### src/rtl/gf180mcu_ocd_io__pwr_seq_pkg.sv
// Shared state encoding and sizing helpers for the I/O ring power sequencer.
package gf180mcu_ocd_io__pwr_seq_pkg;

  typedef enum logic [2:0] {
    S_OFF,
    S_RAMP,
    S_SETTLE,
    S_ON,
    S_DOWN,
    S_FLT
  } pwr_state_e;

  localparam int FAULT_SEG_W = 3;

  function automatic int cnt_width(input int timeout_cyc, input int settle_cyc,
                                   input int down_cyc);
    int m;
    m = timeout_cyc;
    if (settle_cyc > m) m = settle_cyc;
    if (down_cyc > m) m = down_cyc;
    return $clog2(m + 1);
  endfunction

endpackage

### src/rtl/gf180mcu_ocd_io__pg_sync.sv
// N_SEG-wide two-flop synchronizer for asynchronous segment power-good inputs.
module gf180mcu_ocd_io__pg_sync #(
  parameter int N_SEG = 4
) (
  input  logic             clk_i,
  input  logic             rst_i,
  input  logic [N_SEG-1:0] pg_i,
  output logic [N_SEG-1:0] pg_s_o
);

  logic [N_SEG-1:0] meta_q, sync_q;

  always_ff @(posedge clk_i) begin
    if (rst_i) begin
      meta_q <= '0;
      sync_q <= '0;
    end else begin
      meta_q <= pg_i;
      sync_q <= meta_q;
    end
  end

  assign pg_s_o = sync_q;

endmodule

### src/rtl/gf180mcu_ocd_io__pwr_seq.sv
// I/O pad ring power sequencer: segment-by-segment bring-up, fault latch, staged power-down.
// Define GF180MCU_OCD_IO_PG_SYNC_EN to route PG through a 2-flop synchronizer.
module gf180mcu_ocd_io__pwr_seq
  import gf180mcu_ocd_io__pwr_seq_pkg::*;
#(
  parameter int N_SEG       = 4,
  parameter int TIMEOUT_CYC = 1000,
  parameter int SETTLE_CYC  = 16,
  parameter int DOWN_CYC    = 16
) (
  input  logic                   clk_i,
  input  logic                   rst_i,
  input  logic                   start_i,
  input  logic                   shutdown_i,
  input  logic                   clr_fault_i,
  input  logic [N_SEG-1:0]       pg_i,
  output logic [N_SEG-1:0]       seg_en_o,
  output logic                   io_iso_o,
  output logic                   ready_o,
  output logic                   fault_o,
  output logic [FAULT_SEG_W-1:0] fault_seg_o
);

  localparam int                     CNT_W    = cnt_width(TIMEOUT_CYC, SETTLE_CYC, DOWN_CYC);
  localparam logic [CNT_W-1:0]       TO_LAST  = CNT_W'(TIMEOUT_CYC - 1);
  localparam logic [CNT_W-1:0]       SET_LAST = CNT_W'(SETTLE_CYC - 1);
  localparam logic [CNT_W-1:0]       DN_LAST  = CNT_W'(DOWN_CYC - 1);
  localparam logic [N_SEG-1:0]       SEG_ONE  = N_SEG'(1);
  localparam logic [FAULT_SEG_W-1:0] LAST_IDX = FAULT_SEG_W'(N_SEG - 1);

  pwr_state_e             state_q;
  logic [FAULT_SEG_W-1:0] idx_q, fault_seg_q, flt_seg;
  logic [CNT_W-1:0]       cnt_q, cnt_inc;
  logic [N_SEG-1:0]       seg_en_q, pg_s, chk_mask, bad, cur_bit, top_bit;
  logic                   io_iso_q, ready_q, fault_q;
  logic                   pg_cur, go_flt;

`ifdef GF180MCU_OCD_IO_PG_SYNC_EN
  gf180mcu_ocd_io__pg_sync #(.N_SEG(N_SEG)) u_pg_sync (
    .clk_i  (clk_i),
    .rst_i  (rst_i),
    .pg_i   (pg_i),
    .pg_s_o (pg_s)
  );
`else
  assign pg_s = pg_i;
`endif

  assign cnt_inc = (cnt_q == '1) ? cnt_q : cnt_q + 1'b1;

  // Rails already brought up must stay good; the one being ramped is only
  // checked once it has reported PG (SETTLE/ON).
  always_comb begin
    chk_mask = '0;
    for (int j = 0; j < N_SEG; j++)
      chk_mask[j] = (j < int'(idx_q)) || ((j == int'(idx_q)) && (state_q != S_RAMP));
    if (!(state_q inside {S_RAMP, S_SETTLE, S_ON})) chk_mask = '0;
    bad     = chk_mask & ~pg_s;
    cur_bit = SEG_ONE << idx_q;
    pg_cur  = |(pg_s & cur_bit);
    flt_seg = idx_q;
    for (int j = N_SEG - 1; j >= 0; j--)
      if (bad[j]) flt_seg = FAULT_SEG_W'(j);
    go_flt = (|bad) || ((state_q == S_RAMP) && !pg_cur && (cnt_q == TO_LAST));
    top_bit = '0;
    for (int j = 0; j < N_SEG; j++)
      if (seg_en_q[j]) top_bit = SEG_ONE << j;
  end

  always_ff @(posedge clk_i) begin
    if (rst_i) begin
      state_q     <= S_OFF;
      idx_q       <= '0;
      cnt_q       <= '0;
      seg_en_q    <= '0;
      io_iso_q    <= 1'b1;
      ready_q     <= 1'b0;
      fault_q     <= 1'b0;
      fault_seg_q <= '0;
    end else begin
      case (state_q)
        S_OFF: begin
          if (start_i && !shutdown_i) begin
            state_q  <= S_RAMP;
            idx_q    <= '0;
            cnt_q    <= '0;
            seg_en_q <= SEG_ONE;
          end
        end
        S_RAMP, S_SETTLE, S_ON: begin
          if (go_flt) begin
            state_q     <= S_FLT;
            seg_en_q    <= '0;
            io_iso_q    <= 1'b1;
            ready_q     <= 1'b0;
            fault_q     <= 1'b1;
            fault_seg_q <= flt_seg;
            cnt_q       <= '0;
          end else if (shutdown_i) begin
            state_q  <= S_DOWN;
            io_iso_q <= 1'b1;
            ready_q  <= 1'b0;
            cnt_q    <= '0;
          end else if (state_q == S_RAMP) begin
            if (pg_cur) begin
              state_q <= S_SETTLE;
              cnt_q   <= '0;
            end else begin
              cnt_q <= cnt_inc;
            end
          end else if (state_q == S_SETTLE) begin
            if (cnt_q == SET_LAST) begin
              cnt_q <= '0;
              if (idx_q == LAST_IDX) begin
                state_q  <= S_ON;
                io_iso_q <= 1'b0;
                ready_q  <= 1'b1;
              end else begin
                state_q  <= S_RAMP;
                idx_q    <= idx_q + 1'b1;
                seg_en_q <= seg_en_q | (cur_bit << 1);
              end
            end else begin
              cnt_q <= cnt_inc;
            end
          end
        end
        S_DOWN: begin
          if (cnt_q == DN_LAST) begin
            cnt_q    <= '0;
            seg_en_q <= seg_en_q & ~top_bit;
            if ((seg_en_q & ~top_bit) == '0) state_q <= S_OFF;
          end else begin
            cnt_q <= cnt_inc;
          end
        end
        S_FLT: begin
          if (clr_fault_i) begin
            state_q <= S_OFF;
            fault_q <= 1'b0;
          end
        end
        default: state_q <= S_OFF;
      endcase
    end
  end

  assign seg_en_o    = seg_en_q;
  assign io_iso_o    = io_iso_q;
  assign ready_o     = ready_q;
  assign fault_o     = fault_q;
  assign fault_seg_o = fault_seg_q;

endmodule

### config.mk
export PLATFORM = sky130hd
export DESIGN_NAME = gf180mcu_ocd_io__pwr_seq
export DESIGN_NICKNAME = d
export VERILOG_FILES = /design/src/rtl/gf180mcu_ocd_io__pwr_seq_pkg.sv /design/src/rtl/gf180mcu_ocd_io__pg_sync.sv /design/src/rtl/gf180mcu_ocd_io__pwr_seq.sv
export SDC_FILE = /design/constraint.sdc
export NUM_CORES = 1
export LEC_CHECK = 0
export CORE_ASPECT_RATIO = 0.7
export CORE_MARGIN = 2
export CORE_UTILIZATION = 45
export DETAILED_ROUTE_END_ITERATION = 7
export GPL_TIMING_DRIVEN = 0
export PLACE_DENSITY = 0.77
export REMOVE_ABC_BUFFERS = 1
export SKIP_LAST_GASP = 1
export SYNTH_ARGS = -nofsm -noshare
export SYNTH_HDL_FRONTEND = slang
export SYNTH_SLANG_ARGS = --single-unit
### constraint.sdc
create_clock -name clk_i -period 3.15 [get_ports clk_i]
set_input_delay 0.315 -clock clk_i [delete_from_list [all_inputs] [get_ports clk_i]]
set_output_delay 0.315 -clock clk_i [all_outputs]
set_load 0.03 [all_outputs]
### After elaboration in Yosys (flattened, before gate mapping)

Cells that the tools add are included.

| word-level totals | value |
|---|---|
| bits in registers | 26 |
| output and inout bits | 10 |
| logic and storage cells | 150 |

| cells by class | value |
|---|---|
| $add $sub $neg | 2 |
| magnitude comparators | 4 |
| equal/unequal tests | 33 |
| shifts and indexed selects | 1 |
| multiplexer cells | 62 |
| bitwise logic cells | 6 |
| reduce and logical (&&, ||, !) cells | 34 |

Operators with widths:

| operator | number |
|---|---|
| 10-bit 2-to-1 mux | 8 |
| 3-bit 2-to-1 mux | 21 |
| 4-bit 2-to-1 mux | 12 |
| 10-bit case mux with 3 select lines | 1 |
| 2-bit inequality test (second input constant) | 11 |
| 10-bit equality test (second input constant) | 2 |
| 3-bit inequality test (second input constant) | 6 |
| 8-bit AND reduction | 2 |
| 1-bit 2-to-1 mux | 15 |
| 5-bit inequality test (second input constant) | 3 |
| 3-bit nonzero test | 5 |
| 4-bit AND | 3 |
| 3-bit case mux with 4 select lines | 1 |
| 4-bit case mux with 3 select lines | 1 |
| 10-bit by 1-bit adder with 10-bit output (second input constant) | 1 |
| 10-bit by 4-bit equality test with 1-bit output (second input constant) | 1 |
| 3-bit by 2-bit equality test with 1-bit output (second input constant) | 3 |
| 4-bit inverter | 2 |
| 4-bit OR reduction | 2 |
| 1-bit logical AND | 7 |
| 7-bit AND reduction | 1 |
| 3-bit equality test (first input constant) | 2 |
| 3-bit equality test (second input constant) | 2 |
| 3-bit zero test | 2 |
| 19 further kinds | 28 |

### Depth between registers and ports, before layout

Gate-level depths: netlist of run 1.

| logic depth | value |
|---|---|
| depth after elaboration | 10 |
| mapped depth | 11 |

### Worst setup path before layout of run 1

Ideal clock, no wire load.

| timing | value |
|---|---|
| path type | register to register |
| start point | register idx_q[0] |
| end point | register state_q[0] |
| setup time | 0.128 ns |
| data arrival time | 2.343 ns |
| slack | 0.680 ns |
| cell stages (with the launch flop) | 11 |
| path buffers | 1 |
| path through | dfxtp_1 > inv_1 > ha_1 > a22oi_1 > o211ai_1 > nor4_4 > a2111oi_4 > buf_2 > a21oi_1 > mux2i_1 > nor2_1 |

| between the ends | value |
|---|---|
| cells in the longest elaborated chain, start to end | 9 |
| elaborated cells on any way between the ends | 32 |

RTL lines:

| element | RTL line | source |
|---|---|---|
| start, declared | gf180mcu_ocd_io__pwr_seq.sv:32 | `logic [FAULT_SEG_W-1:0] idx_q, fault_seg_q, flt_seg;` |
| start signal, assigned | gf180mcu_ocd_io__pwr_seq.sv:120 | `idx_q <= idx_q + 1'b1;` |
| parallel branches: the longest is 9 deep, another holds 1-bit by 3-bit < comparator with 1-bit output | -- |  |
| end signal, assigned | gf180mcu_ocd_io__pwr_seq.sv:72 | `state_q <= S_OFF;` |
| end signal, assigned | gf180mcu_ocd_io__pwr_seq.sv:84 | `state_q <= S_RAMP;` |
| end signal, assigned | gf180mcu_ocd_io__pwr_seq.sv:92 | `state_q <= S_FLT;` |
| end, declared | gf180mcu_ocd_io__pwr_seq.sv:31 | `pwr_state_e state_q;` |

Parallel ways; which one is timed is not known.
A chain may end at the register's enable or synchronous reset.

### Worst setup path in the final report of run 1

| timing | value |
|---|---|
| start point | register idx_q[0] |
| end point | register idx_q[2] |

| between the ends | value |
|---|---|
| cells in the longest elaborated chain, start to end | 9 |
| elaborated cells on any way between the ends | 38 |

RTL lines:

| element |
|---|
| parallel branches: the longest is 9 deep, another holds 3-bit by 1-bit adder with 3-bit output |

Parallel ways; which one is timed is not known. The select of a mux whose other input is x is not followed.

==> run_results.csv, run 1 <==
group,metric,value,unit
layout,num-fill-cells,359,
clock_tree,cts.htree.levels,1,
global_routing,grt_max_degree,20,
clock_tree,cts_num_sinks,26,
layout,antennaDiodeCount,0,
setup_path,end_kind,"register",
power,comb_power_share,40.4,%
yosys,synth_async_sr_flop_share,0,%
power,powerDensity,573.8,mW/mm^2
power,internal_power,0.0006964,W
global_routing,grt_usage,21.42,%
yosys,ys.flop_type,"dfxtp_1",
timing,finalHoldViolCount,0,
floorplan,pin_count,19,
power,p_switching,0.0004401,W
clock_tree,cts_tree,"yes",
power,power,0.001136,W
detailed_routing,dr.first_iter.drc_count,107,
timing,rsz0062_at_grt,"false",
timing,maxSlewViolCount,0,
clock_tree,cts_buffers,3,
min_path,min_path_type,"reg -> reg",
clock_tree,insertion_delay,280,ps
detailed_routing,ant_nets,0,
layout,regArea,520.5,sq um
detailed_routing,vias_per_cell,5.804,
global_routing,grt_pass1_wl,7113,um
detailed_routing,drc_errors,0,
setup_path,path_max_fanout,10,
detailed_routing,detail_route.wl_per_cell,14.82,um
timing,fin_crit,2831,ps
global_routing,antenna_found_initial,0,
power,peakVddDrop,0.3552,mV
setup_path,start_kind,"register",
timing,max-slew-margin-rel,53.48,%
timing,skew,7.140,ps
setup_path,critPathArrivalTime,3020,ps
timing,setup_violations,0,
layout,multiInputGateArea,0.001097,sq mm
power,clock_power_share,24.2,%
floorplan,die_area,0.004250,sq mm
placed_design,port-buffer-count,18,
yosys,synth_edf_count,0,
clock_tree,clk_path_buf_depth,2,
power,switching_share,38.72,%
detailed_routing,wl,4076,um
yosys,postSynthAreaPerCell,8.008,sq um
floorplan,chipHeight,55.15,um
setup_path,path_class,"reg -> reg",
floorplan,die_x,77.07,um
detailed_routing,firstDrtPassIters,4,
yosys,synth_seq_area_share,30.95,%
run_status,status,"completed",
floorplan,rows,18,
layout,nets,241,
job,cap_violations,0,
detailed_routing,vias,1596,
floorplan,coreArea,0.003558,sq mm
layout,final_area,0.001981,sq mm
power,cellLeakagePower,0.6710,nW
yosys,syn_inst,210,
clock_tree,cts.clk_slew.worst_paths,90,ps
setup_path,worstPathRequired,3340,ps
floorplan,start_util,47.26,%
yosys,ys_seq_elements,26,
layout,utilization,55.66,%
yosys,synth.distinct_cells,49,
global_routing,grt_pass1_vias,1448,
clock_tree,cts_hold_buf,0,
placed_design,dp_hpwl,2933,um
global_routing,overflow,0,
yosys,yosysWarnings,0,
layout,drive_gt1_share,7.556,%
timing,period_share,89.88,%
timing,finalSetupTns,0,ps
layout,areaGrowthSynthToFinish,17.78,%
placed_design,placed_area,0.001882,sq mm
placed_design,place_congestion,0.8543,
timing,worstMarginPinSlew,692.0,ps
yosys,syn-cell-area,0.001682,sq mm
power,p_seq_share,35.4,%
clock_tree,clockRootBuffer,"clkbuf_8",
timing,clock.fmax,0.3532,GHz
-- area by class of cell --
| class | count | share of cell area, % |
|---|---|---|
| clock inverters | 1 | 1.516 |
| inverters | 7 | 1.327 |
| repair buffers | 21 | 10.23 |
| flip-flops and latches | 26 | 26.28 |
| well taps | 50 | 3.159 |
| multi-input cells | 167 | 55.40 |
| clock buffers | 3 | 2.085 |
-- what timing repair did --
| item | CTS | global route |
|---|---|---|
| buffers inserted | 0 | 3 |
| pin swaps | 1 | 2 |
| gates cloned | 0 | 0 |
| gates resized for setup | 0 | 1 |
| endpoints found under the setup margin | 1 | 11 |
-- per-stage QoR --
step / hold WS [ps] / std cells / setup WS [ps]
5_1_grt: 495.7 / 275 / 58.64
6_report: 476.0 / 275 / 318.8
4_1_cts: 482.2 / 272 / 25.75
3_3_place_gp: 442.6 / 268 / 107.6
3_5_place_dp: 455.8 / 268 / 9.651
2_1_floorplan: 384.1 / 200 / 496.8
-- state kept, by name, summed over array words and instances (netlist names) --
signal / flops
cnt_q: 10
fault_o: 1
fault_seg_o: 3
state_q: 3
seg_en_o: 4
ready_o: 1
idx_q: 3
io_iso_o: 1
-- layout by cell type (no fill, tap or decap), types with 4 or more instances in the layout --
master           netlist  routed
a211oi_1               7       6
a31oi_1                5       5
nor3_1                 6       6
nand4_1                5       5
a21oi_1               22      22
nand2_1               17      17
and3_1                 6       6
xnor2_1                5       5
nand3_1                7       7
nor2_1                27      27
dfxtp_1               26      26
mux2i_1                4       4
clkdlybuf4s50_1        0      18
inv_1                  7       7
ha_1                   6       6
o21ai_0                4       4
o31ai_1                5       5
-- per-layer routing --
layer	vias up	part of all wire, %	global-route usage [%]
li1	811	-	-
met1	725	53	31.95
met2	56	40	31.73
met3	4	6.1	2.922
met4	0	1.2	7.738
met5	-	0	0
-- power groups by stage --
stage	clock network, W	logic, W	registers [W]
after global placement	0	0.000429	0.000410
after floorplan	0	0.000307	0.000417
after CTS	0.000283	0.000437	0.000402
final	0.000275	0.000459	0.000402
after detailed placement	0	0.000435	0.000409
after global routing	0.000295	0.000506	0.000409
-- cell usage after synthesis, types with 2 or more instances --
cell        n  area, sq um
inv_1       7        26.28
nand3b_1    2        15.01
a211oi_1    7        52.55
and3_1      6        37.54
o21ai_1     2        10.01
nor2_1     27        101.4
buf_2       4        20.02
nor3_1      6        30.03
o21ai_0     4        20.02
clkbuf_1    5        18.77
o31ai_1     5        37.54
or3_1       3        18.77
dfxtp_1    26        520.5
a211o_1     3        26.28
nand3_1     7        35.03
a2111oi_4   2        55.05
nor2b_1     3        18.77
nand2_1    17        63.81
nand4_1     5        31.28
nor4_1      2        12.51
or2_1       2        12.51
a31oi_1     5        31.28
a21oi_1    22        110.1
xnor2_1     5        43.79
mux2i_1     4        40.04
ha_1        6        75.07
-- logic make-up after synthesis --
logic type	Yosys count	synth area share, %
muxes	4	2.381
DFF	26	30.95
AOI/OAI and AO/OA	64	27.75
buffers and inverters	17	4.092
xor gates and xnor gates	5	2.604
and+or+nand+nor	87	27.16
adders and majority gates	7	5.059
-- worst max-delay path, stage by stage, from the launching register on --
cell and delay, ps:
dfxtp_1 520, inv_1 160, ha_1 290, a2111oi_4 360
o22ai_2 210, a2111oi_4 330, buf_4 240, nand3_2 130
or3_1 320, a21oi_1 180
-- path summary, 6_finish.rpt --
path / start / end / slack [ps] / cells after the start
worst min-delay path: fault_seg_o[0] / fault_seg_o[0] / 480 / 2
worst max register to register: idx_q[0] / idx_q[2] / 320 / 9
worst min register to register: fault_seg_o[0] / fault_seg_o[0] / 480 / 2
worst max-delay path: idx_q[0] / idx_q[2] / 320 / 9
Power figures use the tool's default switching activity.
==> inputs of run 2 (changes only) <==
--- a/config.mk
+++ b/config.mk
@@ -7,10 +7,10 @@
 export LEC_CHECK = 0
 export CORE_ASPECT_RATIO = 0.7
 export CORE_MARGIN = 2
-export CORE_UTILIZATION = 45
+export CORE_UTILIZATION = 56
 export DETAILED_ROUTE_END_ITERATION = 7
 export GPL_TIMING_DRIVEN = 0
-export PLACE_DENSITY = 0.77
+export PLACE_DENSITY = 0.91
 export REMOVE_ABC_BUFFERS = 1
 export SKIP_LAST_GASP = 1
 export SYNTH_ARGS = -nofsm -noshare
==> run 2 against run 1 <==
  * Flip-flop and latch count did not move
  * Setup slack got worse by 74 ps
  * Wire length decreased by 1.3%
==> run_results.csv, run 2 (synthesis gave the netlist of run 1 again) <==
group,metric,value,unit
run_status,status,"completed",
timing,finalHoldViolCount,0,
global_routing,grt_use_met1,36.19,%
global_routing,overflow,0,
clock_tree,insertion_delay,270,ps
timing,skew,5.291,ps
timing,setup_violations,0,
setup_path,rrSetupSlack,240,ps
detailed_routing,ant_nets,0,
timing,period_share,92.24,%
setup_path,path_class,"reg -> reg",
layout,num-fill-cells,250,
setup_path,path_buf_inv,2,
clock_tree,cts_buffers,3,
setup_path,cp_slowest_cell,"nor4_4",
clock_tree,cts_num_sinks,26,
global_routing,grt_usage,24.66,%
floorplan,pin_count,19,
layout,areaGrowthSynthToFinish,14.58,%
detailed_routing,firstDrtPassIters,5,
floorplan,start_util,59.57,%
global_routing,grt_pass1_vias,1430,
floorplan,die_area,0.003464,sq mm
global_routing,antenna_found_initial,0,
setup_path,cp_top_family,"compound AO/OA/AOI/OAI gates",
global_routing,grt_pass1_wl,6713,um
detailed_routing,vias_per_cell,6.394,
global_routing,grt.busiest_layer,"met1",
timing,finalSetupTns,0,ps
setup_path,cp_slowest_stage_delay,590,ps
setup_path,critPathArrivalTime,3040,ps
timing,clock.fmax,0.3442,GHz
detailed_routing,detail_route.wl_per_cell,15.53,um
timing,fin_crit,2905,ps
placed_design,dp_hpwl,2942,um
clock_tree,cts_tree,"yes",
setup_path,worstPathRequired,3290,ps
setup_path,end_kind,"register",
global_routing,grt_max_degree,20,
power,peakVddDrop,0.3293,mV
clock_tree,clk_path_buf_depth,2,
layout,layout_common_cells,"27 x nor2_1, 26 x dfxtp_1, 22 x a21oi_1",
layout,largest_reg_flops,10,
floorplan,die_x,69.50,um
timing,maxSlewViolCount,0,
floorplan,coreArea,0.002823,sq mm
layout,regMostFlops,"cnt_q",
clock_tree,cts_hold_buf,0,
layout,layout_commonest_cell,"nor2_1",
timing,max-slew-margin-rel,46.08,%
power,powerDensity,548.6,mW/mm^2
detailed_routing,vias,1656,
timing,worstMarginPinSlew,803.9,ps
power,cellLeakagePower,0.6541,nW
clock_tree,clockRootBuffer,"clkbuf_8",
clock_tree,cts.htree.levels,1,
placed_design,port-buffer-count,18,
job,cap_violations,0,
detailed_routing,dr.first_iter.drc_count,172,
setup_path,path_max_fanout,11,
layout,drive_gt1_share,6.278,%
floorplan,chipHeight,49.85,um
setup_path,start_kind,"register",
global_routing,gr-usage-met3,7.157,%
timing,rsz0062_at_grt,"false",
layout,antennaDiodeCount,0,
min_path,min_path_type,"reg -> reg",
detailed_routing,drc_errors,0,
detailed_routing,wl,4023,um
clock_tree,cts.clk_slew.worst_paths,80,ps
global_routing,grt_util_met2,34.13,%
layout,utilization,68.26,%
setup_path,cp_cell_sequence,"inv_1, ha_1, a22oi_1, o211ai_1, nor4_4, a2111oi_4, buf_4, a21oi_1, mux2i_1, nor2_1",
placed_design,place_congestion,0.9822,
layout,nets,239,
floorplan,rows,16,
[run 2: path summary, 6_finish.rpt]
path,cells after the start,startpoint,end
setup / recovery,10,idx_q[1],state_q[0]
hold / removal,2,ready_o,ready_o
setup reg to reg,10,idx_q[1],state_q[0]
hold reg to reg,2,ready_o,ready_o
[run 2: cell type report]
type                       count  area [sq um]  share of cell area [%]
multi-input combinational    167          1092                   56.69
inverter                       7         26.28                   1.364
timing repair buffer          19         187.7                   9.740
tap                           36         45.04                   2.338
clock buffer                   4         55.05                   2.857
sequential                    26         520.5                   27.01
[run 2: worst register-to-register path, delay by kind of cell (launching register included)]
family | cells | cell delay (ps)
flops | 1 | 530
mux | 1 | 240
compound gates | 4 | 730
buf+inv | 2 | 360
simple gates | 2 | 650
fa+ha+maj | 1 | 280
[run 2: layer usage]
metal,up-vias,part of all wire (%)
met1,758,49
met2,85,41
li1,807,-
met5,-,0
met3,6,8.5
met4,0,1.6
[run 2: repair_timing]
| action | 4_1_cts | 5_1_grt |
|---|---|---|
| setup endpoints to repair | 0 | 6 |
| buffers inserted | 0 | 1 |
| gates resized for setup | 0 | 0 |
[run 2: where the power goes]
group          internal [W]  leakage [nW]  switching, W
Sequential         0.000355         0.210     0.0000482
Clock              0.000112        0.0288      0.000102
Combinational      0.000165         0.415      0.000275
[run 2: through the flow]
step / hold slack (ps) / cell area [sq um] / total power [W] / setup slack [ps] / std cells
finish: 467.0 / 1927 / 0.001057 / 244.6 / 259
global route: 506.6 / 1927 / 0.001128 / 40.80 / 259
CTS: 469.4 / 1919 / 0.001053 / 27.95 / 258
detailed placement: 451.0 / 1864 / 0.0008353 / 36.15 / 254
global placement: 440.1 / 1864 / 0.0008287 / 90.16 / 254
floorplan: 384.1 / 1639 / 0.0007243 / 496.8 / 200
==> inputs of run 3 (changes only) <==
--- a/config.mk
+++ b/config.mk
@@ -16,3 +16,4 @@
 export SYNTH_ARGS = -nofsm -noshare
 export SYNTH_HDL_FRONTEND = slang
 export SYNTH_SLANG_ARGS = --single-unit
+export TNS_END_PERCENT = 50
==> results of run 3 <==
No change in the layout: final DEF, timing and power equal those of run 2.
